**config.mk**
```make
export PLATFORM = sky130hd
export DESIGN_NAME = pc_next_unit
export DESIGN_NICKNAME = d
export VERILOG_FILES = /design/src/rtl/cpu_pkg.sv /design/src/rtl/branch_cond.sv /design/src/rtl/pc_next_unit.sv
export SDC_FILE = /design/constraint.sdc
export NUM_CORES = 1
export LEC_CHECK = 0
export CAP_MARGIN = 5
export CORE_ASPECT_RATIO = 0.7
export CORE_MARGIN = 4
export CORE_UTILIZATION = 51
export DETAILED_ROUTE_END_ITERATION = 12
export PLACE_DENSITY = 0.88
export SYNTH_ARGS = -nofsm -noshare
export SYNTH_HDL_FRONTEND = slang
export SYNTH_SLANG_ARGS = --single-unit
```
**constraint.sdc**
```tcl
create_clock -name clk -period 3.7 [get_ports clk]
set_input_delay 0.74 -clock clk [delete_from_list [all_inputs] [get_ports clk]]
set_output_delay 0.74 -clock clk [all_outputs]
set_load 0.05 [all_outputs]
```
**src/rtl/cpu_pkg.sv**
```systemverilog
// Shared CPU definitions: branch funct3 encodings, PC FSM states and default vectors.
package cpu_pkg;

    localparam logic [2:0] F3_BEQ  = 3'b000;
    localparam logic [2:0] F3_BNE  = 3'b001;
    localparam logic [2:0] F3_BLT  = 3'b100;
    localparam logic [2:0] F3_BGE  = 3'b101;
    localparam logic [2:0] F3_BLTU = 3'b110;
    localparam logic [2:0] F3_BGEU = 3'b111;

    typedef enum logic [1:0] {
        BOOT = 2'd0,
        RUN  = 2'd1,
        TRAP = 2'd2
    } pc_state_e;

    localparam logic [31:0] DEF_RESET_VEC = 32'h0000_0000;
    localparam logic [31:0] DEF_TRAP_VEC  = 32'h0000_0100;

endpackage

```
**src/rtl/branch_cond.sv**
```systemverilog
// Branch condition decode from funct3 and the comparator's brEq/brLt flags.
module branch_cond
    import cpu_pkg::*;
(
    input  logic [2:0] funct3,
    input  logic       brEq,
    input  logic       brLt,
    output logic       cond
);

    logic lt_true;

    // The comparator asserts brLt when rs1 > operand B, so "less than" is neither greater nor equal.
    assign lt_true = ~brLt & ~brEq;

    always_comb begin
        cond = 1'b0;
        case (funct3)
            F3_BEQ:          cond = brEq;
            F3_BNE:          cond = ~brEq;
            F3_BLT, F3_BLTU: cond = lt_true;
            F3_BGE, F3_BGEU: cond = brLt | brEq;
            default:         cond = 1'b0;
        endcase
    end

endmodule

```
**src/rtl/pc_next_unit.sv**
```systemverilog
// Next-PC selection, PC register and BOOT/RUN/TRAP sequencing.
// Optional branch statistics counters are built when PC_NEXT_BR_STATS_EN is defined.
module pc_next_unit
    import cpu_pkg::*;
#(
    parameter logic [31:0] RESET_VEC = DEF_RESET_VEC,
    parameter logic [31:0] TRAP_VEC  = DEF_TRAP_VEC
) (
    input  logic        clk,
    input  logic        rst_n,
    input  logic        instr_valid,
    input  logic        stall,
    input  logic        isBranch,
    input  logic        isJal,
    input  logic        isJalr,
    input  logic [2:0]  funct3,
    input  logic        brEq,
    input  logic        brLt,
    input  logic [31:0] rs1,
    input  logic [31:0] imm,
    output logic [31:0] pc,
    output logic [31:0] pcPlus4,
    output logic        imem_req,
    output logic        taken,
    output logic        trap,
`ifdef PC_NEXT_BR_STATS_EN
    output logic [31:0] br_cnt,
    output logic [31:0] taken_cnt,
`endif
    output logic [1:0]  state_dbg_o
);

    pc_state_e   state_q, state_d;
    logic [31:0] pc_q, pc_d;
    logic [31:0] target;
    logic        cond;
    logic        advance;

    branch_cond u_branch_cond (
        .funct3 (funct3),
        .brEq   (brEq),
        .brLt   (brLt),
        .cond   (cond)
    );

    // JALR wins over JAL/branch; both of the latter use the pc-relative target.
    assign target  = isJalr ? ((rs1 + imm) & ~32'h1) : (pc_q + imm);
    assign taken   = instr_valid & (isJal | isJalr | (isBranch & cond));
    assign pcPlus4 = pc_q + 32'd4;
    assign advance = (state_q == RUN) & instr_valid & ~stall;

    always_comb begin
        state_d = state_q;
        pc_d    = pc_q;
        case (state_q)
            BOOT: state_d = RUN;
            RUN: begin
                if (advance) begin
                    if (taken && target[1]) begin
                        pc_d    = TRAP_VEC;
                        state_d = TRAP;
                    end else if (taken) begin
                        pc_d = target;
                    end else begin
                        pc_d = pcPlus4;
                    end
                end
            end
            TRAP: if (!stall) state_d = RUN;
            default: state_d = BOOT;
        endcase
    end

    always_ff @(posedge clk or negedge rst_n) begin
        if (!rst_n) begin
            state_q <= BOOT;
            pc_q    <= RESET_VEC;
        end else begin
            state_q <= state_d;
            pc_q    <= pc_d;
        end
    end

    assign pc          = pc_q;
    assign imem_req    = (state_q == RUN);
    assign trap        = (state_q == TRAP);
    assign state_dbg_o = state_q;

`ifdef PC_NEXT_BR_STATS_EN
    logic [31:0] br_cnt_q, taken_cnt_q;

    // Both counters saturate rather than wrap.
    always_ff @(posedge clk or negedge rst_n) begin
        if (!rst_n) begin
            br_cnt_q    <= '0;
            taken_cnt_q <= '0;
        end else if (advance) begin
            if (isBranch && br_cnt_q != 32'hFFFF_FFFF)
                br_cnt_q <= br_cnt_q + 32'd1;
            if (taken && taken_cnt_q != 32'hFFFF_FFFF)
                taken_cnt_q <= taken_cnt_q + 32'd1;
        end
    end

    assign br_cnt    = br_cnt_q;
    assign taken_cnt = taken_cnt_q;
`endif

endmodule
```
Word-level counts from Yosys, hierarchy flattened
Index checks and enable logic that the tools add are counted.

cells by class
  add/subtract/negate cells = 3
  equal/unequal tests = 10
  muxes and demuxes = 8
  reductions and logical operators = 7
  bitwise operators = 11

operators by type and width
  operator                                                          count
  32-bit 2-to-1 mux                                                 3
  32-bit adder                                                      2
  32-bit by 3-bit adder with 32-bit output (second input constant)  1
  3-bit == test (second input constant)                             4
  2-bit 2-to-1 mux                                                  3
  2-bit one-hot mux with 3 select lines                             1
  1-bit AND                                                         5
  2-bit by 1-bit != test with 1-bit output (second input constant)  2
  1-bit one-hot mux with 4 select lines                             1
  2-bit OR reduction                                                2
  3-bit by 1-bit == test with 1-bit output (second input constant)  1
  3-bit logical NOT                                                 1
  1-bit NOT                                                         3
  1-bit bitwise OR                                                  3
  3-bit AND reduction                                               1
  2-bit by 1-bit == test with 1-bit output (second input constant)  1
  2-bit == test (second input constant)                             1
  2-bit logical NOT                                                 1
  2-bit != test (second input constant)                             1
  2-bit AND reduction                                               1
  1-bit logical AND                                                 1

word-level totals
  logic and storage cells = 41
  output and inout port bits = 69
  register bits = 34

Longest topological paths before layout
Gate-level depths: netlist (run 1).

  word-level depth = 10
  depth in mapped cells = 11

By module
A second synthesis (run 1) with hierarchy kept.

second synthesis, totals
  cells, all modules = 812
  area, all modules = 5868.1 sq um

by module, submodules not included
  module        instances  cells an instance  area each (sq um)
  pc_next_unit  1          805                5814.3
  branch_cond   1          7                  53.8

Least setup slack after synthesis (run 1)
No wires, ideal clock.

  path kind = register to output
  start = register pc_q[11] (netlist: pc[11])
  end = output port pcPlus4[29]
  required time = 2960 ps
  setup slack = 10 ps
  data arrival time = 2950 ps
  cell stages (with the launch flop) = 8
  cell sequence = dfrtp_1 buf_2 nand4_1 nor4_1 nand3_1 nor3_4 nand3_1 xnor2_1

on the way
  longest elaborated chain between the ends = 1

RTL lines
  what                                      RTL line            text
  from (decl)                               pc_next_unit.sv:34  logic [31:0] pc_q, pc_d;
  from (signal assigned)                    pc_next_unit.sv:80  pc_q <= pc_d;
  32-bit by 3-bit adder with 32-bit output  pc_next_unit.sv:49  assign pcPlus4 = pc_q + 32'd4;
  to (decl)                                 pc_next_unit.sv:22  output logic [31:0] pcPlus4,

No other way between the ends.

Final worst setup path (run 1)
  start = input port imm[2]
  end = register pc_q[30] (netlist: pc[30])

on the way
  longest elaborated chain between the ends = 4
  elaborated cells between the ends (all ways) = 5

RTL lines
  what                   RTL line            text
  from (decl)            pc_next_unit.sv:20  input logic [31:0] imm,
  32-bit adder           pc_next_unit.sv:47  assign target = isJalr ? ((rs1 + imm) & ~32'h1) : (pc_q + imm);
  32-bit 2-to-1 mux (*)  pc_next_unit.sv:47
  32-bit 2-to-1 mux (*)  pc_next_unit.sv:62  end else if (taken) begin
  32-bit 2-to-1 mux (*)  pc_next_unit.sv:59  if (taken && target[1]) begin

Every way passes the cells marked *; elsewhere a longest branch is shown, timed or not.
A chain may end at the register's enable or synchronous reset.

==> metrics.md, run 1 <==
| Metric | Value |
|---|---|
| Core Region | `about 11,000 um2` |
| Seq/Total Area, Yosys | `14.4%` |
| Endpoint class of the critical path | `register` |
| Most common cell after layout, fill and taps aside | `clkdlybuf4s50_1` |
| Adder-Cell Fraction of Synth Area | `13.9%` |
| Post-DRT Antenna Nets | `0` |
| Register Area | `826 um2` |
| Root Buffer | `clkbuf_16` |
| Fin nets | `~1,100` |
| Number of remaining DRC errors | `0` |
| Slew Viols, Final | `0` |
| YS warnings | `0` |
| Critical path class | `in -> reg` |
| Via count | `7,221` |
| Unique masters post-synth | `75` |
| Setup repair after global routing missed its margin | `no` |
| Congestion Overflow GR | `0` |
| Simple logic cell fraction of the synthesized area | `23.1%` |
| Routed len/inst | `19.5 um` |
| Crit path launch type | `input port` |
| Post-cts sizing count | `0` |
| Skew-Pair Late Insertion Delay | `0.29 ns` |
| Syn_area_per_cell | `7.32 um2` |
| Pre-CTS setup slack | `-0.160 ns` |
| Placer Congestion | `1.02` |
| Setup Total Neg Slack | `0 ns` |
| CTS tree | `done` |
| Die ar. | `13,000 um2` |
| Sequential share of power | `14.3%` |
| CTS Hold Bufs | `0` |
| Max H-tree Level | `2` |
| Routed Wire Length | `22.4 mm` |
| Worst-path maximum fanout | `3` |
| Clk pwr share | `12.5%` |
| Design Area, Final | `roughly 8100 um2` |
| #FFs+latches synth | `33` |
| Ant. Diodes | `0` |
| Clock sinks | `33` |
| Die W | `135 um` |
| Cell Area, Synth | `~5700 um2` |
| Worst EP arrival | `between 3 and 4 ns` |
| Least-Margin Pin Slew | `0.716 ns` |
| Global-route usage over all layers | `around a third` |
| Async S/R FF share, synth | `100%` |
| Iteration-0 DRC Markers | `1,047` |
| Fraction of layout cells with a size suffix above 1 | `a little over an eighth` |
| Count of flip-flops with a built-in enable after synthesis | `0` |
| Cell Int Power | `2.17 mW` |
| Setup ws final | `roughly 0.11 ns` |
| Setup violators final | `0` |
| HPWL Detailed | `18.0 mm` |
| DR vias/cell | `6.30` |
| Most frequent cells in the layout | `clkdlybuf4s50_1 (122), buf_4 (101), nand2_1 (98)` |
| Required time of the critical path | `3.87 ns` |
| Post-synth top flop | `dfrtp_1` |
| Num CTS Buffers | `5` |
| HP Class | `reg -> reg` |
| Status | `completed` |
| Synth Area in XOR/XNOR | `10.4%` |
| MaxCap Viol Count | `0` |
| Fin crit period | `3.59 ns` |
| Clock-pin slew on the worst setup and hold paths | `0.06 ns` |
| Die Y | `96.8 um` |
| Post-Place Cell Area | `around 8000 um2` |
| Area occupied by multi-input gates | `4710 um2` |
| Gate power share | `about three quarters` |
| Clock skew | `roughly 0.0073 ns` |
| Vias in the first global route | `6,743` |
| Largest net degree at the start of global routing | `34` |
| Compound-Gate Fraction of Synth Area | `33.0%` |
| Mux cell area share after synthesis | `1.42%` |
| Top-level I/O count | `145` |
| Starting Density | `52.1%` |
| Fin. Hold Viols | `0` |
| Overall power | `4.59 mW` |
| Peak VDD IR | `0.343 mV` |
| Drt first pass iters | `6` |
| Initial antenna violation count | `1` |
| Switching part of the total power | `52.8%` |
| Post-CTS Setup Bufs | `0` |
| Largest family of logic cells by synthesized area | `compound AO/OA/AOI/OAI gates` |
| Pleak | `3.64 nW` |
| Clock Tree Buf Depth | `2` |
| Gate Count Post-Synth | `784` |
| Slew HR | `52.3%` |
| # fillers | `847` |
| Fmax achieved | `0.279 GHz` |
| Synthesis-to-finish area growth | `41.3%` |
| # rows | `32` |
| Port Buffers | `142` |
| Psw | `2.43 mW` |
| Period Utilization, post-route | `96.9%` |
| First-pass GRT wire length | `35.1 mm` |
| PwrDens | `566 nW/um2` |
| Final core occ | `73.7%` |
## cell type report
class,count,area share (%)
well taps,153,2.36
multi-input cells,700,58.1
flip-flops and latches,33,10.2
inverters,23,1.06
clock buffers,5,1.54
clock inverters,3,0.802
repair buffers,230,25.9
## critical path, cell delays in order
cell	delay, ns
clkdlybuf4s50_1	0.52
ha_1	0.25
nor2b_1	0.15
o31ai_2	0.30
a31oi_2	0.23
o21a_1	0.22
o22a_1	0.26
a221oi_4	0.33
o211ai_1	0.19
mux2i_1	0.15
o41ai_1	0.39
## path summary, 6_finish.rpt
kind                       slack, ns                    endpoint                        from  depth (start not counted)
max                             0.11          pc[30]$_DFFE_PN0P_                      imm[2]                         11
min                             0.52  state_dbg_o[0]$_DFFE_PN0P_  state_dbg_o[1]$_DFFE_PN0P_                          1
max reg2reg                     0.58          pc[31]$_DFFE_PN0P_          pc[14]$_DFFE_PN0P_                         11
min reg2reg                     0.52  state_dbg_o[0]$_DFFE_PN0P_  state_dbg_o[1]$_DFFE_PN0P_                          1
max in group asynchronous       2.49          pc[18]$_DFFE_PN0P_                       rst_n                          2
min in group asynchronous       0.88  state_dbg_o[0]$_DFFE_PN0P_                       rst_n                          2
## sequential cells by signal (all words and copies together), names as in the netlist
| register | cells |
|---|---|
| pc | 31 |
| state_dbg_o | 2 |
## per-stage QoR
| stage | instances | hold WS [ns] |
|---|---|---|
| finish | 1147 | 0.516 |
| global placement | 1139 | 0.492 |
| floorplan | 785 | 0.444 |
| global route | 1147 | 0.536 |
| detailed placement | 1139 | 0.508 |
| CTS | 1147 | 0.514 |
## power by group through the flow
stage / logic [mW] / registers [mW] / clock network [mW]
floorplan: 1.75 / 0.955 / 0
global placement: 3.21 / 0.643 / 0
detailed placement: 3.27 / 0.646 / 0
CTS: 3.29 / 0.642 / 0.563
global route: 3.56 / 0.665 / 0.580
finish: 3.36 / 0.658 / 0.572
## synthesized netlist by cell type, types with 7 or more instances
library cell  count  area [um2]
nand2_1          98         368
a21oi_1          81         405
ha_1             62         776
nor2_1           62         233
o21ai_0          55         275
xnor2_1          39         342
dfrtp_1          33         826
xor2_1           29         254
a21o_1           28         210
nand3_1          24         120
inv_1            23        86.3
clkbuf_1         21        78.8
a31oi_1          16         100
nand4_1          15        93.8
nor3_1           12        60.1
and3_1           11        68.8
o211ai_1         11        82.6
o21a_1           11        82.6
or3_1            10        62.6
a211oi_1          9        67.6
mux2i_1           7        70.1
nand2b_1          7        43.8
o31ai_1           7        52.6
## routing by layer
metal,vias to the layer above,GRT usage [%],part of all wire (%)
met4,2,7.04,2.0
met5,-,0,0.058
met2,515,46.7,39
li1,3345,-,-
met1,3300,50.3,44
met3,59,7.85,14
## kinds of logic (layout without fill, tap and decap cells)
kind of cell / after synthesis / in the layout
buf+inv: 52 / 261
other cells: 1 / 2
compound gates: 283 / 283
flops: 33 / 33
mux: 8 / 8
simple gates: 276 / 276
xor+xnor: 68 / 68
fa+ha+maj: 63 / 63
(Power assumes the default switching activity.)
==> inputs of run 2 (changes only) <==
- ABC_CLOCK_PERIOD_IN_PS: not set -> 4200
- CORE_UTILIZATION: 51 -> 55
- PLACE_DENSITY: 0.88 -> 0.93
- clock period: 3.7 -> 4.2 ns (I/O delays scaled with it)
==> run 2 against run 1 <==
  * Register-to-register slack improved by 0.42 ns
  * Sequential share of layout area rose by 0.59 points
  * Wire length fell by 3.9%
  * Clock skew fell by 0.0052 ns
  * Combinational power fell by 17%
  * Total power fell by 16%
  * Critical path depth fell by 3
  * Global-route usage rose by 1.6 points
  * Cell count fell by 6.6%
  * Critical path type is now reg -> out
==> metrics.md, run 2 (synthesis results as in run 1) <==
| Metric | Value |
|---|---|
| Overall power | `3.85 mW (was 4.59 mW)` |
| Iteration-0 DRC Markers | `934 (was 1,047)` |
| CTS Hold Bufs | `0 (unchanged)` |
| Clock-pin slew on the worst setup and hold paths | `0.06 ns (about the same)` |
| Setup violators final | `0 (unchanged)` |
| Slew HR | `41.1% (was 52.3%)` |
| Hold Path Cell Cnt | `1 (unchanged)` |
| R2R setup slack | `1.00 ns (was 0.58 ns)` |
| Core Region | `9950 um2 (was 11,000 um2)` |
| # fillers | `746 (was 847)` |
| Reg2reg start | `pc[18]$_DFFE_PN0P_ (was pc[14]$_DFFE_PN0P_)` |
| HP Start | `state_dbg_o[1]$_DFFE_PN0P_ (unchanged)` |
| MaxCap Viol Count | `0 (unchanged)` |
| Initial antenna violation count | `1 (unchanged)` |
| Die Y | `93.5 um (was 96.8 um)` |
| Finished Layout Cells | `1,071 (was 1,147)` |
| Register-to-Register Path Depth | `11 (unchanged)` |
| Setup repair after global routing missed its margin | `no (unchanged)` |
| Least-Margin Pin Slew | `0.884 ns (was 0.716 ns)` |
| Largest net degree at the start of global routing | `45 (was 34)` |
| Status | `completed (unchanged)` |
| Top-level I/O count | `145 (unchanged)` |
| Fin crit period | `4.04 ns` |
| Vias in the first global route | `6,564 (was 6,743)` |
| Post-CTS Setup Bufs | `0 (unchanged)` |
| Fraction of layout cells with a size suffix above 1 | `7.21% (was 13.6%)` |
| Fin nets | `1,081 (was 1,132)` |
| Die ar. | `12,200 um2 (was 13,000 um2)` |
| Max H-tree Level | `2 (unchanged)` |
| # rows | `30 (was 32)` |
| Post-cts sizing count | `0 (unchanged)` |
| Crit path launch type | `register (was input port)` |
| Required time of the critical path | `3.36 ns (was 3.87 ns)` |
| Placer Congestion | `1.01 (was 1.02)` |
| Ant. Diodes | `0 (unchanged)` |
| Congestion Overflow GR | `0 (unchanged)` |
| Starting Density | `57.7% (was 52.1%)` |
| HP Class | `reg -> reg (unchanged)` |
| Slew Viols, Final | `0 (unchanged)` |
| PwrDens | `502 nW/um2 (was 566 nW/um2)` |
| Critical path class | `reg -> out (was in -> reg)` |
| Period Utilization, post-route | `96.2%` |
| CTS tree | `done (unchanged)` |
| R2R Path End | `pc[31]$_DFFE_PN0P_ (unchanged)` |
| Worst-path maximum fanout | `5 (was 3)` |
| Max reg flops | `31 (unchanged)` |
| Routed Wire Length | `21.5 mm (was 22.4 mm)` |
| Port Buffers | `142 (unchanged)` |
| Fmax achieved | `between 0.2 and 0.25 GHz` |
| Root Buffer | `clkbuf_16 (unchanged)` |
| Most common cell after layout, fill and taps aside | `clkdlybuf4s50_1 (unchanged)` |
| Clock Tree Buf Depth | `2 (unchanged)` |
| Num CTS Buffers | `5 (unchanged)` |
| Placed instance count | `1,063 (was 1,139)` |
| Number of remaining DRC errors | `0 (unchanged)` |
| First-pass GRT wire length | `33.7 mm (was 35.1 mm)` |
| Synthesis-to-finish area growth | `33.5% (was 41.3%)` |
| Post-DRT Antenna Nets | `0 (unchanged)` |
| Setup Total Neg Slack | `0 ns (unchanged)` |
| Pleak | `3.36 nW (was 3.64 nW)` |
| Die W | `130 um (was 135 um)` |
| Clock sinks | `33 (unchanged)` |
| Routed len/inst | `20.1 um (was 19.5 um)` |
| Fin. Hold Viols | `0 (unchanged)` |
| Drt first pass iters | `6 (unchanged)` |
| Worst EP arrival | `3.20 ns (was 3.75 ns)` |
| Skew-Pair Late Insertion Delay | `0.28 ns (was 0.29 ns)` |
| Global-route usage over all layers | `34.6% (was 32.9%)` |
| WHS Endpoint | `state_dbg_o[0]$_DFFE_PN0P_ (unchanged)` |
| Via count | `7,040 (was 7,221)` |
| HPWL Detailed | `17.0 mm (was 18.0 mm)` |
| Peak VDD IR | `0.243 mV (was 0.343 mV)` |
| Endpoint class of the critical path | `primary output (was register)` |
| Clock skew | `0.00207 ns (was 0.00728 ns)` |
| Most frequent cells in the layout | `clkdlybuf4s50_1 (137), nand2_1 (98), a21oi_1 (81) (was clkdlybuf4s50_1 (122), buf_4 (101), nand2_1 (98))` |
| DR vias/cell | `6.57 (was 6.30)` |
## run 2: worst max path at each step
stage               slack, ns               start                 end
global placement         0.34              imm[2]  pc[27]$_DFFE_PN0P_
detailed placement       0.26              imm[2]  pc[27]$_DFFE_PN0P_
finish                   0.16  pc[12]$_DFFE_PN0P_         pcPlus4[28]
CTS                      0.07   pc[2]$_DFFE_PN0P_         pcPlus4[16]
global route             0.03  pc[12]$_DFFE_PN0P_         pcPlus4[28]
floorplan                0.41  pc[11]$_DFFE_PN0P_         pcPlus4[29]
## run 2: through the flow
step	worst slack (ns)	hold slack, ns	util, %	instance area [um2]
finish	0.161	0.507	77.1	7670
global route	0.0311	0.538	77.1	7670
CTS	0.0680	0.513	77.0	7660
detailed placement	0.256	0.505	75.1	7470
global placement	0.343	0.487	75.1	7470
floorplan	0.410	0.544	-	5750
## run 2: routing by layer
metal	routed length, um	up-vias	GRT usage [%]
li1	-	3236	-
met1	9270	3203	51.0
met2	8480	549	49.4
met3	3290	50	9.42
met4	445	2	8.48
met5	13	-	0
## run 2: area by class of cell
type                       count  area (um2)  share of cell area [%]
tap                          128         160                    2.09
multi-input combinational    700        4710                    61.4
timing repair buffer         179        1700                    22.1
inverter                      23        86.3                    1.13
sequential                    33         826                    10.8
clock inverter                 3        65.1                   0.849
clock buffer                   5         125                    1.63
## run 2: power breakdown
part	switching (mW)	internal, mW	leakage [nW]
clock network	0.156	0.339	0.0938
logic	1.75	1.04	2.86
registers	0.161	0.403	0.401
## run 2: critical path, cell delays in order, from the launching register on
cell and delay, ns:
dfrtp_1 0.38, nand4_1 0.16, nor4_1 0.49, and4_1 0.33, nand3_1 0.23, nor2_1 0.19
nand2_1 0.09, xnor2_1 0.20, clkdlybuf4s50_1 0.84
==> inputs of run 3 (changes only) <==
- CTS_CLUSTER_SIZE: not set -> 12
==> results of run 3 <==
Final layout, timing and power as in run 2 (identical DEF).
